File: config.mk
export PLATFORM = sky130hd
export DESIGN_NAME = vending_ctrl_flat
export DESIGN_NICKNAME = d
export VERILOG_FILES = /design/src/rtl/vending_if.sv /design/src/rtl/vending_ctrl.sv /design/src/flat_wrapper.sv
export SDC_FILE = /design/constraint.sdc
export NUM_CORES = 1
export LEC_CHECK = 0
export CORE_MARGIN = 4
export CORE_UTILIZATION = 45
export CTS_CLUSTER_DIAMETER = 100
export CTS_CLUSTER_SIZE = 24
export DETAILED_ROUTE_END_ITERATION = 8
export PLACE_DENSITY = 0.72
export SYNTH_ARGS = -nofsm -noshare
export SYNTH_HDL_FRONTEND = slang
export SYNTH_SLANG_ARGS = --single-unit
File: constraint.sdc
create_clock -name clk -period 3 [get_ports clk]
set_input_delay 0.6 -clock clk [delete_from_list [all_inputs] [get_ports clk]]
set_output_delay 0.6 -clock clk [all_outputs]
set_load 0.1 [all_outputs]
File: src/rtl/vending_if.sv
// Vending controller handshake bundle: coin/selection/cancel requests from the
// front panel (master) and the registered dispense/refund indications returned
// by the controller (slave).
interface vending_if #(
    parameter int unsigned NUM_PROD = 4,
    parameter int unsigned CREDIT_W = 6
);
    localparam int unsigned IdW = (NUM_PROD > 1) ? $clog2(NUM_PROD) : 1;

    // Requests
    logic                coin_valid;
    logic [1:0]          coin_val;
    logic                sel_valid;
    logic [IdW-1:0]      sel_id;
    logic                cancel;

    // Indications
    logic                vend_valid;
    logic [IdW-1:0]      vend_id;
    logic                change_valid;
    logic                coin_reject;
    logic                sel_err;
    logic [CREDIT_W-1:0] credit;
    logic                busy;

    modport master (
        output coin_valid, coin_val, sel_valid, sel_id, cancel,
        input  vend_valid, vend_id, change_valid, coin_reject, sel_err, credit, busy
    );

    modport slave (
        input  coin_valid, coin_val, sel_valid, sel_id, cancel,
        output vend_valid, vend_id, change_valid, coin_reject, sel_err, credit, busy
    );
endinterface

File: src/rtl/vending_ctrl.sv
// Vending machine controller: collects 5/10-unit coins into a credit register,
// dispenses a selected product when credit covers its price, and pays the
// remainder back one 5-unit coin per cycle. All outputs are registered.
// Optional feature macro: VENDING_STOCK_COUNT_EN adds per-product stock
// counters; without it every product is always in stock.
module vending_ctrl #(
    parameter int unsigned NUM_PROD   = 4,
    parameter int unsigned PRICE_STEP = 5,
    parameter int unsigned CREDIT_W   = 6,
    parameter int unsigned MAX_CREDIT = 40,
    parameter int unsigned STOCK_INIT = 3
) (
    input  logic     clk,
    input  logic     rst_n,
    vending_if.slave bus
);

    localparam int unsigned IdW = (NUM_PROD > 1) ? $clog2(NUM_PROD) : 1;
    localparam int unsigned CoinUnit = 5;

    typedef enum logic [1:0] {
        StIdle,
        StCollect,
        StVend,
        StChange
    } state_e;

    state_e              state_q,        state_d;
    logic [CREDIT_W-1:0] credit_q,       credit_d;
    logic [IdW-1:0]      sel_q,          sel_d;
    logic                vend_valid_q,   vend_valid_d;
    logic [IdW-1:0]      vend_id_q,      vend_id_d;
    logic                change_valid_q, change_valid_d;
    logic                coin_reject_q,  coin_reject_d;
    logic                sel_err_q,      sel_err_d;
    logic                busy_q,         busy_d;

    // Decoded request qualifiers
    int unsigned         coin_amt;
    logic                coin_ok;
    logic                id_in_range;
    logic                in_stock;
    logic                sel_ok;
    logic [CREDIT_W-1:0] vend_rem;

    function automatic int unsigned price_of(input logic [IdW-1:0] id);
        return (32'(id) + 32'd1) * PRICE_STEP;
    endfunction

`ifdef VENDING_STOCK_COUNT_EN
    localparam int unsigned StockW = (STOCK_INIT > 0) ? $clog2(STOCK_INIT + 1) : 1;

    logic [StockW-1:0] stock_q [NUM_PROD];
    logic [StockW-1:0] stock_d [NUM_PROD];

    // Stock lookup for the product currently being selected
    always_comb begin
        in_stock = 1'b0;
        if (id_in_range) begin
            in_stock = (stock_q[bus.sel_id] != '0);
        end
    end
`else
    // No stock tracking: the initial stock level has no meaning here.
    logic unused_stock_init;
    assign unused_stock_init = ^STOCK_INIT;
    assign in_stock = 1'b1;
`endif

    // Coin and selection qualification against the current credit
    always_comb begin
        unique case (bus.coin_val)
            2'b01:   coin_amt = 5;
            2'b10:   coin_amt = 10;
            default: coin_amt = 0;
        endcase
        coin_ok     = (coin_amt != 0) && ((32'(credit_q) + coin_amt) <= MAX_CREDIT);
        id_in_range = (32'(bus.sel_id) < NUM_PROD);
        sel_ok      = id_in_range && in_stock && (32'(credit_q) >= price_of(bus.sel_id));
        vend_rem    = credit_q - CREDIT_W'(price_of(sel_q));
    end

    // Next-state and next-output logic; pulses default low every cycle
    always_comb begin
        state_d        = state_q;
        credit_d       = credit_q;
        sel_d          = sel_q;
        vend_valid_d   = 1'b0;
        vend_id_d      = '0;
        change_valid_d = 1'b0;
        coin_reject_d  = 1'b0;
        sel_err_d      = 1'b0;
`ifdef VENDING_STOCK_COUNT_EN
        stock_d        = stock_q;
`endif

        unique case (state_q)
            StIdle: begin
                // cancel is meaningless with no credit held
                if (bus.sel_valid) begin
                    sel_err_d = 1'b1;
                end
                if (bus.coin_valid) begin
                    if (coin_ok) begin
                        credit_d = credit_q + CREDIT_W'(coin_amt);
                        state_d  = StCollect;
                    end else begin
                        coin_reject_d = 1'b1;
                    end
                end
            end

            StCollect: begin
                if (bus.cancel) begin
                    state_d       = StChange;
                    coin_reject_d = bus.coin_valid;
                end else if (bus.sel_valid) begin
                    coin_reject_d = bus.coin_valid;
                    if (sel_ok) begin
                        sel_d   = bus.sel_id;
                        state_d = StVend;
                    end else begin
                        sel_err_d = 1'b1;
                    end
                end else if (bus.coin_valid) begin
                    if (coin_ok) begin
                        credit_d = credit_q + CREDIT_W'(coin_amt);
                    end else begin
                        coin_reject_d = 1'b1;
                    end
                end
            end

            StVend: begin
                // Price was checked against credit on entry, so no underflow
                vend_valid_d  = 1'b1;
                vend_id_d     = sel_q;
                credit_d      = vend_rem;
                coin_reject_d = bus.coin_valid;
                state_d       = (vend_rem != '0) ? StChange : StIdle;
`ifdef VENDING_STOCK_COUNT_EN
                stock_d[sel_q] = stock_q[sel_q] - StockW'(1);
`endif
            end

            StChange: begin
                change_valid_d = 1'b1;
                coin_reject_d  = bus.coin_valid;
                if (32'(credit_q) > CoinUnit) begin
                    credit_d = credit_q - CREDIT_W'(CoinUnit);
                end else begin
                    credit_d = '0;
                    state_d  = StIdle;
                end
            end

            default: begin
                state_d  = StIdle;
                credit_d = '0;
            end
        endcase

        busy_d = (state_d == StVend) || (state_d == StChange);
    end

    // State and registered outputs; reset discards any credit still owed
    always_ff @(posedge clk or negedge rst_n) begin
        if (!rst_n) begin
            state_q        <= StIdle;
            credit_q       <= '0;
            sel_q          <= '0;
            vend_valid_q   <= 1'b0;
            vend_id_q      <= '0;
            change_valid_q <= 1'b0;
            coin_reject_q  <= 1'b0;
            sel_err_q      <= 1'b0;
            busy_q         <= 1'b0;
`ifdef VENDING_STOCK_COUNT_EN
            for (int unsigned i = 0; i < NUM_PROD; i++) begin
                stock_q[i] <= StockW'(STOCK_INIT);
            end
`endif
        end else begin
            state_q        <= state_d;
            credit_q       <= credit_d;
            sel_q          <= sel_d;
            vend_valid_q   <= vend_valid_d;
            vend_id_q      <= vend_id_d;
            change_valid_q <= change_valid_d;
            coin_reject_q  <= coin_reject_d;
            sel_err_q      <= sel_err_d;
            busy_q         <= busy_d;
`ifdef VENDING_STOCK_COUNT_EN
            stock_q        <= stock_d;
`endif
        end
    end

    assign bus.vend_valid   = vend_valid_q;
    assign bus.vend_id      = vend_id_q;
    assign bus.change_valid = change_valid_q;
    assign bus.coin_reject  = coin_reject_q;
    assign bus.sel_err      = sel_err_q;
    assign bus.credit       = credit_q;
    assign bus.busy         = busy_q;

endmodule

File: src/flat_wrapper.sv
// flat-port wrapper written by rule: the top's interface ports become plain ports
module vending_ctrl_flat 
#(
    parameter int unsigned NUM_PROD   = 4,
    parameter int unsigned PRICE_STEP = 5,
    parameter int unsigned CREDIT_W   = 6,
    parameter int unsigned MAX_CREDIT = 40,
    parameter int unsigned STOCK_INIT = 3
)
  (clk, rst_n, bus_coin_valid, bus_coin_val, bus_sel_valid, bus_sel_id, bus_cancel, bus_vend_valid, bus_vend_id, bus_change_valid, bus_coin_reject, bus_sel_err, bus_credit, bus_busy);
  vending_if #(.NUM_PROD(NUM_PROD), .CREDIT_W(CREDIT_W)) bus_i ();
  input  logic clk;
  input  logic rst_n;
  input wire logic [$bits(bus_i.coin_valid)-1:0] bus_coin_valid;
  input wire logic [$bits(bus_i.coin_val)-1:0] bus_coin_val;
  input wire logic [$bits(bus_i.sel_valid)-1:0] bus_sel_valid;
  input wire logic [$bits(bus_i.sel_id)-1:0] bus_sel_id;
  input wire logic [$bits(bus_i.cancel)-1:0] bus_cancel;
  output wire logic [$bits(bus_i.vend_valid)-1:0] bus_vend_valid;
  output wire logic [$bits(bus_i.vend_id)-1:0] bus_vend_id;
  output wire logic [$bits(bus_i.change_valid)-1:0] bus_change_valid;
  output wire logic [$bits(bus_i.coin_reject)-1:0] bus_coin_reject;
  output wire logic [$bits(bus_i.sel_err)-1:0] bus_sel_err;
  output wire logic [$bits(bus_i.credit)-1:0] bus_credit;
  output wire logic [$bits(bus_i.busy)-1:0] bus_busy;
  assign bus_i.coin_valid = bus_coin_valid;
  assign bus_i.coin_val = bus_coin_val;
  assign bus_i.sel_valid = bus_sel_valid;
  assign bus_i.sel_id = bus_sel_id;
  assign bus_i.cancel = bus_cancel;
  assign bus_vend_valid = bus_i.vend_valid;
  assign bus_vend_id = bus_i.vend_id;
  assign bus_change_valid = bus_i.change_valid;
  assign bus_coin_reject = bus_i.coin_reject;
  assign bus_sel_err = bus_i.sel_err;
  assign bus_credit = bus_i.credit;
  assign bus_busy = bus_i.busy;
  vending_ctrl #(.NUM_PROD(NUM_PROD), .PRICE_STEP(PRICE_STEP), .CREDIT_W(CREDIT_W), .MAX_CREDIT(MAX_CREDIT), .STOCK_INIT(STOCK_INIT)) u_core (.clk(clk), .rst_n(rst_n), .bus(bus_i));
endmodule
==> impl_metrics.ini <==
[logic_synthesis]
synth-seq-area-share = 0.232
synth.top_cell.area_share = 0.232
synthesis.area_per_instance_um2 = 8.40
synthMostInstantiatedCell = sky130_fd_sc_hd__inv_1
yosys-top-cells-area = sky130_fd_sc_hd__dfrtp_1, sky130_fd_sc_hd__ha_1, sky130_fd_sc_hd__inv_1
synth.net_count = 252
yosys_register_bits = 17
yosys-top-cells-count = sky130_fd_sc_hd__inv_1, sky130_fd_sc_hd__ha_1, sky130_fd_sc_hd__dfrtp_1
synth_top_area_cell = sky130_fd_sc_hd__dfrtp_1
synthesis.area_um2 = 1830
asyncSetResetFlopFracSynth = 1.00
synth_cell_types = 50
synth-edff-count = 0
synthFlopType = sky130_fd_sc_hd__dfrtp_1
synthesis.yosys.warnings = 0
netlist_instances = 218

[timing]
setup-violations-final = 0
timing.clock.skew_ns = 0.00169
timing_max_transition_violations_final = 0
fmaxAchievable_ghz = 0.361
unrepaired_setup_endpoints_after_global_routing = no
period_minus_slack_ns = 2.77
max-slew-margin-rel = 0.472
timing_worst_slew_pin_value_ns = 0.790
hold_viol_final = 0
finalCritPeriodShare = 0.924

[placed_design]
globalplace.congestion = 0.907
detailed_place_hpwl_um = 3660
post-place-cells = 307
quantity_of_i_o_buffers_inserted_on_ports = 21

[setup_path]
critPathLaunchType = flip-flop
critical_path_required_ns = 3.12
worstSetupEndpointType = flip-flop
cpMaxStageDelayCell = sky130_fd_sc_hd__dfrtp_1
worst_path_largest_cell_delay_ns = 0.43
worstPathMaxFanout = 4
critical_path_arrival_ns = 2.89
cp_common_cell = sky130_fd_sc_hd__ha_1
worst-setup-path-type = flip-flop to flip-flop
cp_cell_sequence = ha_1 -> inv_1 -> ha_1 -> or2_2 -> ha_1 -> xnor2_1 -> nor4_1 -> nand3_1 -> o211ai_1 -> o31ai_1

[cts]
cts_inserted_buffers = 3
clk_transition_reported_paths_ns = 0.07
tritoncts = yes
maximum_buffer_depth_of_the_clock_tree = 2
clock_insertion_delay_worst_skew_ns = 0.26
cts-htree-levels = 1
clockRootBuffer = sky130_fd_sc_hd__clkbuf_8
cts.sink_count = 17
cts.repair_timing.setup_buffer_count = 0

[die]
io_pins = 22
die_area_um2 = 5160
floorplan.rows = 22
core-area_um2 = 3800
initial_standard_cell_utilization_of_the_core = 0.482
die_x_um = 71.8
die-height_um = 71.8

[drt]
drt_drc_violations_left = 0
drt-vias-per-instance = 5.59
drt_pre_antenna_iters = 4
dr_total_vias = 1739
routed_wirelength_um = 4600
wl_per_cell_um = 14.8
drt_iter0_drc = 110
antenna_violating_nets_post_route = 0

[global_route]
groute.usage.overall = 0.187
via_count_of_the_first_global_routing_pass = 1702
grt_max_degree = 22
grt.overflow.total = 0
grt_first_pass_wirelength_um = 7730
antenna_violations_before_repair = 0

[run]
cap_violations = 0

[cells_and_area]
post_layout_nonfiller_instances = 311
syn_to_final_growth_pct = 28.2
diodes = 0
final_net_count = 298
layout-drive-gt1-share = 0.259

[min_path]
hold_path_class = flip-flop to flip-flop

[run_status]
status = complete, no violations
## metal layers
| metal | GRT usage | share of wire | up-vias |
|---|---|---|---|
| met1 | 0.254 | 0.49 | 821 |
| met3 | 0.0365 | 0.044 | 6 |
| met5 | 0 | 0 | - |
| li1 | - | - | 874 |
| met2 | 0.299 | 0.45 | 38 |
| met4 | 0.0585 | 0.014 | 0 |
## state kept, by name, indices dropped and copies added, names as in the netlist
| signal | cells |
|---|---|
| u_core.bus.change_valid | 1 |
| u_core.bus.coin_reject | 1 |
| u_core.sel_q | 2 |
| u_core.bus.credit | 6 |
| u_core.bus.busy | 1 |
| u_core.bus.vend_id | 2 |
| u_core.state_q | 2 |
| u_core.bus.sel_err | 1 |
| u_core.bus.vend_valid | 1 |
## critical path: cells and delay by family, from the launching register on
kind / cells / cell delay (ns)
buf+inv: 1 / 0.06
compound gates: 2 / 0.39
simple gates: 3 / 0.73
xor+xnor: 1 / 0.17
flops: 1 / 0.43
fa+ha+maj: 3 / 0.87
## path summary, 6_finish.rpt
path | start | endpoint | slack [ns] | cells after the start
max reg2reg | u_core.sel_q[0] | u_core.bus.busy | 0.23 | 10
min | u_core.sel_q[1] | u_core.bus.vend_id[1] | 0.57 | 2
max | u_core.sel_q[0] | u_core.bus.busy | 0.23 | 10
min reg2reg | u_core.sel_q[1] | u_core.bus.vend_id[1] | 0.57 | 2
max in group asynchronous | rst_n | u_core.bus.credit[1] | 1.66 | 1
min in group asynchronous | rst_n | u_core.state_q[1] | 0.80 | 1
## final cells by class
class / instances / area (um^2)
inverters: 25 / 93.8
flip-flops and latches: 17 / 427
well taps: 48 / 60.1
repair buffers: 50 / 400
multi-input cells: 167 / 1320
fillers: 339 / 1450
clock inverters: 1 / 5.00
clock buffers: 3 / 41.3
## stage by stage
step | instance area, um^2 | util | setup WS, ns | TNS, ns | hold slack [ns]
after floorplan | 1830 | - | 0.0135 | 0 | 0.304
after detailed placement | 2250 | 0.592 | -0.321 | -1.94 | 0.560
after global routing | 2350 | 0.618 | 0.00489 | 0 | 0.608
after CTS | 2300 | 0.605 | 0.00825 | 0 | 0.569
after global placement | 2250 | 0.592 | -0.247 | -1.43 | 0.545
final | 2350 | 0.618 | 0.227 | 0 | 0.567
## cell usage in the layout, fill, tap and decap left out, drive strengths merged, types with 9 or more instances in the layout
cell,instances
dfrtp,17
ha,24
nor3,12
nor2,10
buf,42
inv,25
a21oi,9
nand3,11
o21ai,17
nand2,12
xnor2,11
## kinds of logic (layout without fill, tap and decap cells)
logic type | count (synthesis) | count (layout) | share of synthesized area
XOR/XNOR | 17 | 17 | 0.0854
adder cells (fa/ha/maj) | 25 | 25 | 0.175
flip-flops | 17 | 17 | 0.232
AND/OR/NAND/NOR | 64 | 64 | 0.180
AO/OA/AOI/OAI | 59 | 59 | 0.243
buffers and inverters | 34 | 79 | 0.0731
multiplexers | 2 | 2 | 0.0116
## what timing repair did
action,CTS,global route
resized for setup,1,11
pin swaps,2,4
endpoints found under the setup margin,3,8
hold buffers,0,0
cloned,0,0
Power is left out: the tool's default activity adds up to more than one toggle a clock period on the data nets, which glitch-free logic cannot reach.
